$ cat src/rtl/systolic_array_ctrl.sv
// Sequencer for an NxN systolic MAC array and its 2N operand FIFOs.
// It loads K operand vectors, streams them out with a per-lane skew so that
// row i and column j enter the array i and j cycles late, waits for the
// wavefront to drain, and then pulses done.
module systolic_array_ctrl #(
  parameter int N          = 3,
  parameter int DEPTH      = 8,
  parameter int DATA_WIDTH = 16,
  parameter int PIPE_LAT   = 2
) (
  input  logic                       clk,
  input  logic                       rstn,
  input  logic                       start,
  input  logic [$clog2(DEPTH+1)-1:0] k_len,
  input  logic                       abort,
  input  logic                       load_valid,
  output logic                       load_ready,
  output logic [N-1:0]               row_w_en,
  output logic [N-1:0]               col_w_en,
  output logic [N-1:0]               row_r_en,
  output logic [N-1:0]               col_r_en,
  output logic                       array_clr,
  output logic                       busy,
  output logic                       done,
  output logic                       err
);
  localparam int KW = $clog2(DEPTH+1);
  localparam int CW = $clog2(DEPTH+N+PIPE_LAT) + 1;
  // Last count value of the drain phase (drain lasts N-1+PIPE_LAT cycles).
  localparam logic [CW-1:0] DRAIN_LAST = CW'(N - 1 + PIPE_LAT - 1);

  typedef enum logic [2:0] {S_IDLE, S_LOAD, S_STREAM, S_DRAIN, S_DONE} state_t;

  state_t          state, nstate;
  logic [CW-1:0]   cnt, ncnt;
  logic [KW-1:0]   k_lat, nk;
  logic            clr_q, nclr;
  logic            err_q, nerr;
  logic [CW-1:0]   k_cw;
  logic [CW-1:0]   stream_last;
  logic [N-1:0]    win;
  logic            k_legal;

  assign k_cw        = CW'(k_lat);
  assign stream_last = k_cw + CW'(N - 1) - CW'(1);
  assign k_legal     = (k_len != '0) && (k_len <= KW'(DEPTH));

  // Skewed read window per lane: lane i is live for stream times i..i+K-1.
  // Rows and columns share the same skew, so one decode feeds both.
  for (genvar i = 0; i < N; i++) begin : g_win
    assign win[i] = (cnt >= CW'(i)) && (cnt < CW'(i) + k_cw);
  end

  // Next-state, counter and output decode; abort overrides everything.
  always_comb begin
    nstate     = state;
    ncnt       = cnt;
    nk         = k_lat;
    nclr       = 1'b0;
    nerr       = 1'b0;
    load_ready = 1'b0;
    row_w_en   = '0;
    col_w_en   = '0;
    row_r_en   = '0;
    col_r_en   = '0;
    done       = 1'b0;
    busy       = (state != S_IDLE);
    case (state)
      S_IDLE: begin
        if (start) begin
          if (k_legal) begin
            nk     = k_len;
            ncnt   = '0;
            nclr   = 1'b1;
            nstate = S_LOAD;
          end else begin
            nerr = 1'b1;
          end
        end
      end
      S_LOAD: begin
        load_ready = 1'b1;
        row_w_en   = {N{load_valid}};
        col_w_en   = {N{load_valid}};
        if (load_valid) begin
          if (cnt == k_cw - CW'(1)) begin
            ncnt   = '0;
            nstate = S_STREAM;
          end else begin
            ncnt = cnt + CW'(1);
          end
        end
      end
      S_STREAM: begin
        row_r_en = win;
        col_r_en = win;
        if (cnt == stream_last) begin
          ncnt   = '0;
          nstate = S_DRAIN;
        end else begin
          ncnt = cnt + CW'(1);
        end
      end
      S_DRAIN: begin
        if (cnt == DRAIN_LAST) begin
          ncnt   = '0;
          nstate = S_DONE;
        end else begin
          ncnt = cnt + CW'(1);
        end
      end
      S_DONE: begin
        done   = 1'b1;
        nstate = S_IDLE;
      end
      default: nstate = S_IDLE;
    endcase
    if (abort) begin
      nstate = S_IDLE;
      ncnt   = '0;
      nclr   = 1'b0;
      nerr   = 1'b0;
    end
  end

  // State, counter, latched K and the registered clear/error pulses.
  always_ff @(posedge clk or posedge rstn) begin
    if (rstn) begin
      state <= S_IDLE;
      cnt   <= '0;
      k_lat <= '0;
      clr_q <= 1'b0;
      err_q <= 1'b0;
    end else begin
      state <= nstate;
      cnt   <= ncnt;
      k_lat <= nk;
      clr_q <= nclr;
      err_q <= nerr;
    end
  end

  assign array_clr = clr_q;
  assign err       = err_q;

endmodule

$ cat config.mk
export PLATFORM = sky130hd
export DESIGN_NAME = systolic_array_ctrl
export DESIGN_NICKNAME = d
export VERILOG_FILES = /design/src/rtl/systolic_array_ctrl.sv
export SDC_FILE = /design/constraint.sdc
export NUM_CORES = 1
export LEC_CHECK = 0
export CAP_MARGIN = 10
export CORE_MARGIN = 4
export CORE_UTILIZATION = 32
export DETAILED_ROUTE_END_ITERATION = 8
export SYNTH_ARGS = -nofsm -noshare
export SYNTH_HDL_FRONTEND = slang
export SYNTH_SLANG_ARGS = --single-unit
$ cat constraint.sdc
create_clock -name clk -period 7.15 [get_ports clk]
set_input_delay 1.43 -clock clk [delete_from_list [all_inputs] [get_ports clk]]
set_output_delay 1.43 -clock clk [all_outputs]
set_load 0.05 [all_outputs]
==> results.py <==
metrics = {
    "sta": {
        "fin_setup_tns_ns": 0,
        "period_needed_ns": 4.992,
        "finalSetupViolations": 0,
        "slew_violations": 0,
        "rsz0062_at_grt": "no",
        "final.setup_skew_ns": 0.002031,
        "max_freq_ghz": 0.2003,
        "setup_ws_ns": 2.158,
        "fin_crit_sh_pct": 69.81,
        "finalHoldViolations": 0,
        "worstMarginPinSlew_ns": 0.6964,
        "relSlewSlack_pct": 53.47,
    },
    "critical_path": {
        "crit_fanout": 9,
        "r2r-end": "state[0]",
        "worstSetupStartpointType": "register",
        "critPathCaptureType": "primary output",
        "r2r_start": "k_lat[1]",
        "required_ns": 5.72,
        "crit_type": "register to primary output",
        "crit_start": "k_lat[2]",
        "reg2reg_depth": 9,
        "rrSetupSlack_ns": 4.76,
        "cp.arrival_ns": 3.56,
    },
    "clock_network": {
        "cts_buffers": 3,
        "cts_tree": "yes",
        "cts_hold_buf": 0,
        "clk_pin_slew_ns": 0.06,
        "clock_latency_ns": 0.24,
        "cts_buffer_depth": 2,
        "htree_levels": 1,
        "post_cts_buffers": 0,
        "cts_root_buffer": "clkbuf_8",
        "cts_num_sinks": 14,
        "post_cts_resize_count": 0,
    },
    "floorplan": {
        "rows": 24,
        "die_area_mm2": 0.005743,
        "core_mm2": 0.004414,
        "io_pins": 26,
        "dieWidth_um": 75.78,
        "initial_utilization_pct": 33.30,
        "die_h_um": 75.78,
    },
    "run_status": {
        "outcome": "completed",
    },
    "grt": {
        "grt_overflow": 0,
        "grt_pass1_vias": 1080,
        "track_usage_pct": 12.14,
        "antenna_found_initial": 0,
        "grt_start_max_net_pins": 15,
        "grt_pass1_wl_um": 5299,
    },
    "routing": {
        "drc": 0,
        "wl_um": 2982,
        "num_vias": 1158,
        "ant_nets": 0,
        "vias_per_cell": 5.079,
        "drt-pass1-iter-count": 4,
        "wl_per_cell_um": 13.08,
        "first_iter_violations": 44,
    },
    "min_path": {
        "hp-class": "register to register",
        "hold_depth": 1,
        "min_from": "k_lat[0]",
        "min_to": "k_lat[0]",
    },
    "synthesis": {
        "synth_cell_types": 41,
        "synthesis.nets": 193,
        "ys_seq_area_share_pct": 23.83,
        "avgSynthCellArea_um2": 9.075,
        "synthesis.area_mm2": 0.001470,
        "synth_cells": 162,
        "synth_warnings": 0,
        "synth_edf_count": 0,
        "async_flop_share_pct": 100.0,
        "yosys_register_bits": 14,
        "synthFlopType": "dfrtp_1",
        "synth.area.top_cells": "dfrtp_1 24%, ha_1 19%, xnor2_1 6.0%, buf_4 4.6%, nor3_1 3.1%",
        "synth_top_area_share_pct": 23.83,
        "synth_top_area_cell": "dfrtp_1",
    },
    "place": {
        "routabilityCongestion": 0.8611,
        "hpwl_um": 2406,
        "pre_cts_ws_ns": 2.406,
        "port_buffers": 25,
    },
    "power": {
        "leakagePower_nw": 0.7527,
        "peakVddDrop_mv": 0.2099,
        "power_density_mw_per_mm2": 336.8,
    },
    "layout": {
        "area_delta_synth_final_pct": 18.30,
        "n_antenna_cell": 0,
        "drive_gt1_share_pct": 9.091,
        "n_fill_cell": 426,
        "fin_nets": 208,
    },
    "flow_run": {
        "cap_violations": 0,
    },
}
## power breakdown
| part | leakage [nW] | internal [W] | total [W] | switching (W) |
|---|---|---|---|---|
| logic | 0.538 | 0.000156 | 0.000378 | 0.000222 |
| registers | 0.186 | 0.0000953 | 0.000131 | 0.0000356 |
| clock network | 0.0288 | 0.0000487 | 0.0000769 | 0.0000282 |
| total | 0.753 | 0.000300 | 0.000586 | 0.000285 |
## worst max-delay path by stage
| stage | end | slack [ns] | depth (start not counted) |
|---|---|---|---|
| 6_report | row_r_en[2] | 2.16 | 9 |
| 5_1_grt | col_r_en[2] | 1.82 | 9 |
| 4_1_cts | col_r_en[2] | 2.12 | 9 |
| 3_5_place_dp | col_r_en[2] | 2.41 | 9 |
| 3_3_place_gp | row_r_en[2] | 2.43 | 9 |
| 2_1_floorplan | row_r_en[2] | 0.95 | 9 |
## cells in the final DEF (no fill, tap or decap), types with 2 or more instances in the layout
master	n
xor2_1	2
nor2b_1	5
ha_1	22
clkbuf_8	4
inv_1	12
dfrtp_1	14
nor3_1	9
nor3b_1	3
o21ai_0	5
nor2_1	5
a2111oi_0	3
a31oi_1	2
nand2_1	10
a22o_1	3
o22ai_1	2
xnor2_1	10
nand2b_1	3
clkdlybuf4s50_1	25
mux2_2	4
nand3b_1	3
a21oi_1	5
nand3_1	8
## state kept, by name, summed over array words and instances, names as in the netlist
register / cells
err: 1
cnt: 5
state: 3
array_clr: 1
k_lat: 4
## through the flow
step	hold slack [ns]	cells	util (%)	cell area (um2)	total power, W
final	0.6763	228	39.40	1739	0.0005857
after global routing	0.7407	228	39.40	1739	0.0006448
after CTS	0.6699	228	39.40	1739	0.0005900
after detailed placement	0.6559	224	38.15	1684	0.0005100
after global placement	0.6318	224	38.15	1684	0.0005091
after floorplan	0.5964	162	-	1470	0.0004345
## cells by family (layout without fill, tap and decap cells)
group | Yosys count | count (layout) | share of synthesized area [%]
AO/OA/AOI/OAI | 29 | 29 | 15.23
adder cells (fa/ha/maj) | 23 | 23 | 19.40
XOR/XNOR | 14 | 14 | 9.362
multiplexers | 5 | 5 | 4.085
flip-flops | 14 | 14 | 23.83
buffers and inverters | 27 | 41 | 9.957
AND/OR/NAND/NOR | 50 | 50 | 18.13
## cell usage after synthesis, types with 2 or more instances
| library cell | instances |
|---|---|
| ha_1 | 22 |
| dfrtp_1 | 14 |
| inv_1 | 12 |
| nand2_1 | 10 |
| xnor2_1 | 10 |
| buf_4 | 9 |
| nor3_1 | 9 |
| nand3_1 | 8 |
| a21oi_1 | 5 |
| nor2_1 | 5 |
| nor2b_1 | 5 |
| o21ai_0 | 5 |
| mux2_2 | 4 |
| a2111oi_0 | 3 |
| a22o_1 | 3 |
| buf_2 | 3 |
| nand2b_1 | 3 |
| nand3b_1 | 3 |
| nor3b_1 | 3 |
| a31oi_1 | 2 |
| clkbuf_1 | 2 |
| o22ai_1 | 2 |
| xor2_1 | 2 |
## critical path, cell delays in order (launching register included)
cell             delay [ns]
dfrtp_1                0.51
inv_1                  0.16
ha_1                   0.37
inv_1                  0.06
ha_1                   0.26
o21ai_0                0.08
nand2b_1               0.09
maj3_1                 0.36
a2111oi_0              0.53
clkdlybuf4s50_1        0.90
## area by class of cell
| type | instances | area (um2) | area share (%) |
|---|---|---|---|
| Clock buffer | 4 | 55.05 | 3.165 |
| Inverter | 12 | 45.04 | 2.590 |
| Tap cell | 52 | 65.06 | 3.741 |
| Multi-Input combinational cell | 121 | 973.4 | 55.97 |
| Timing Repair Buffer | 25 | 250.2 | 14.39 |
| Sequential cell | 14 | 350.3 | 20.14 |
## metal layers
layer	vias up	share of wire [%]	GRT usage, %
met5	-	0	0
met3	2	4.7	2.902
met2	27	41	17.78
li1	591	-	-
met1	538	54	18.09
met4	0	0.47	2.330
Note: power is estimated with default switching activity, not from simulation.
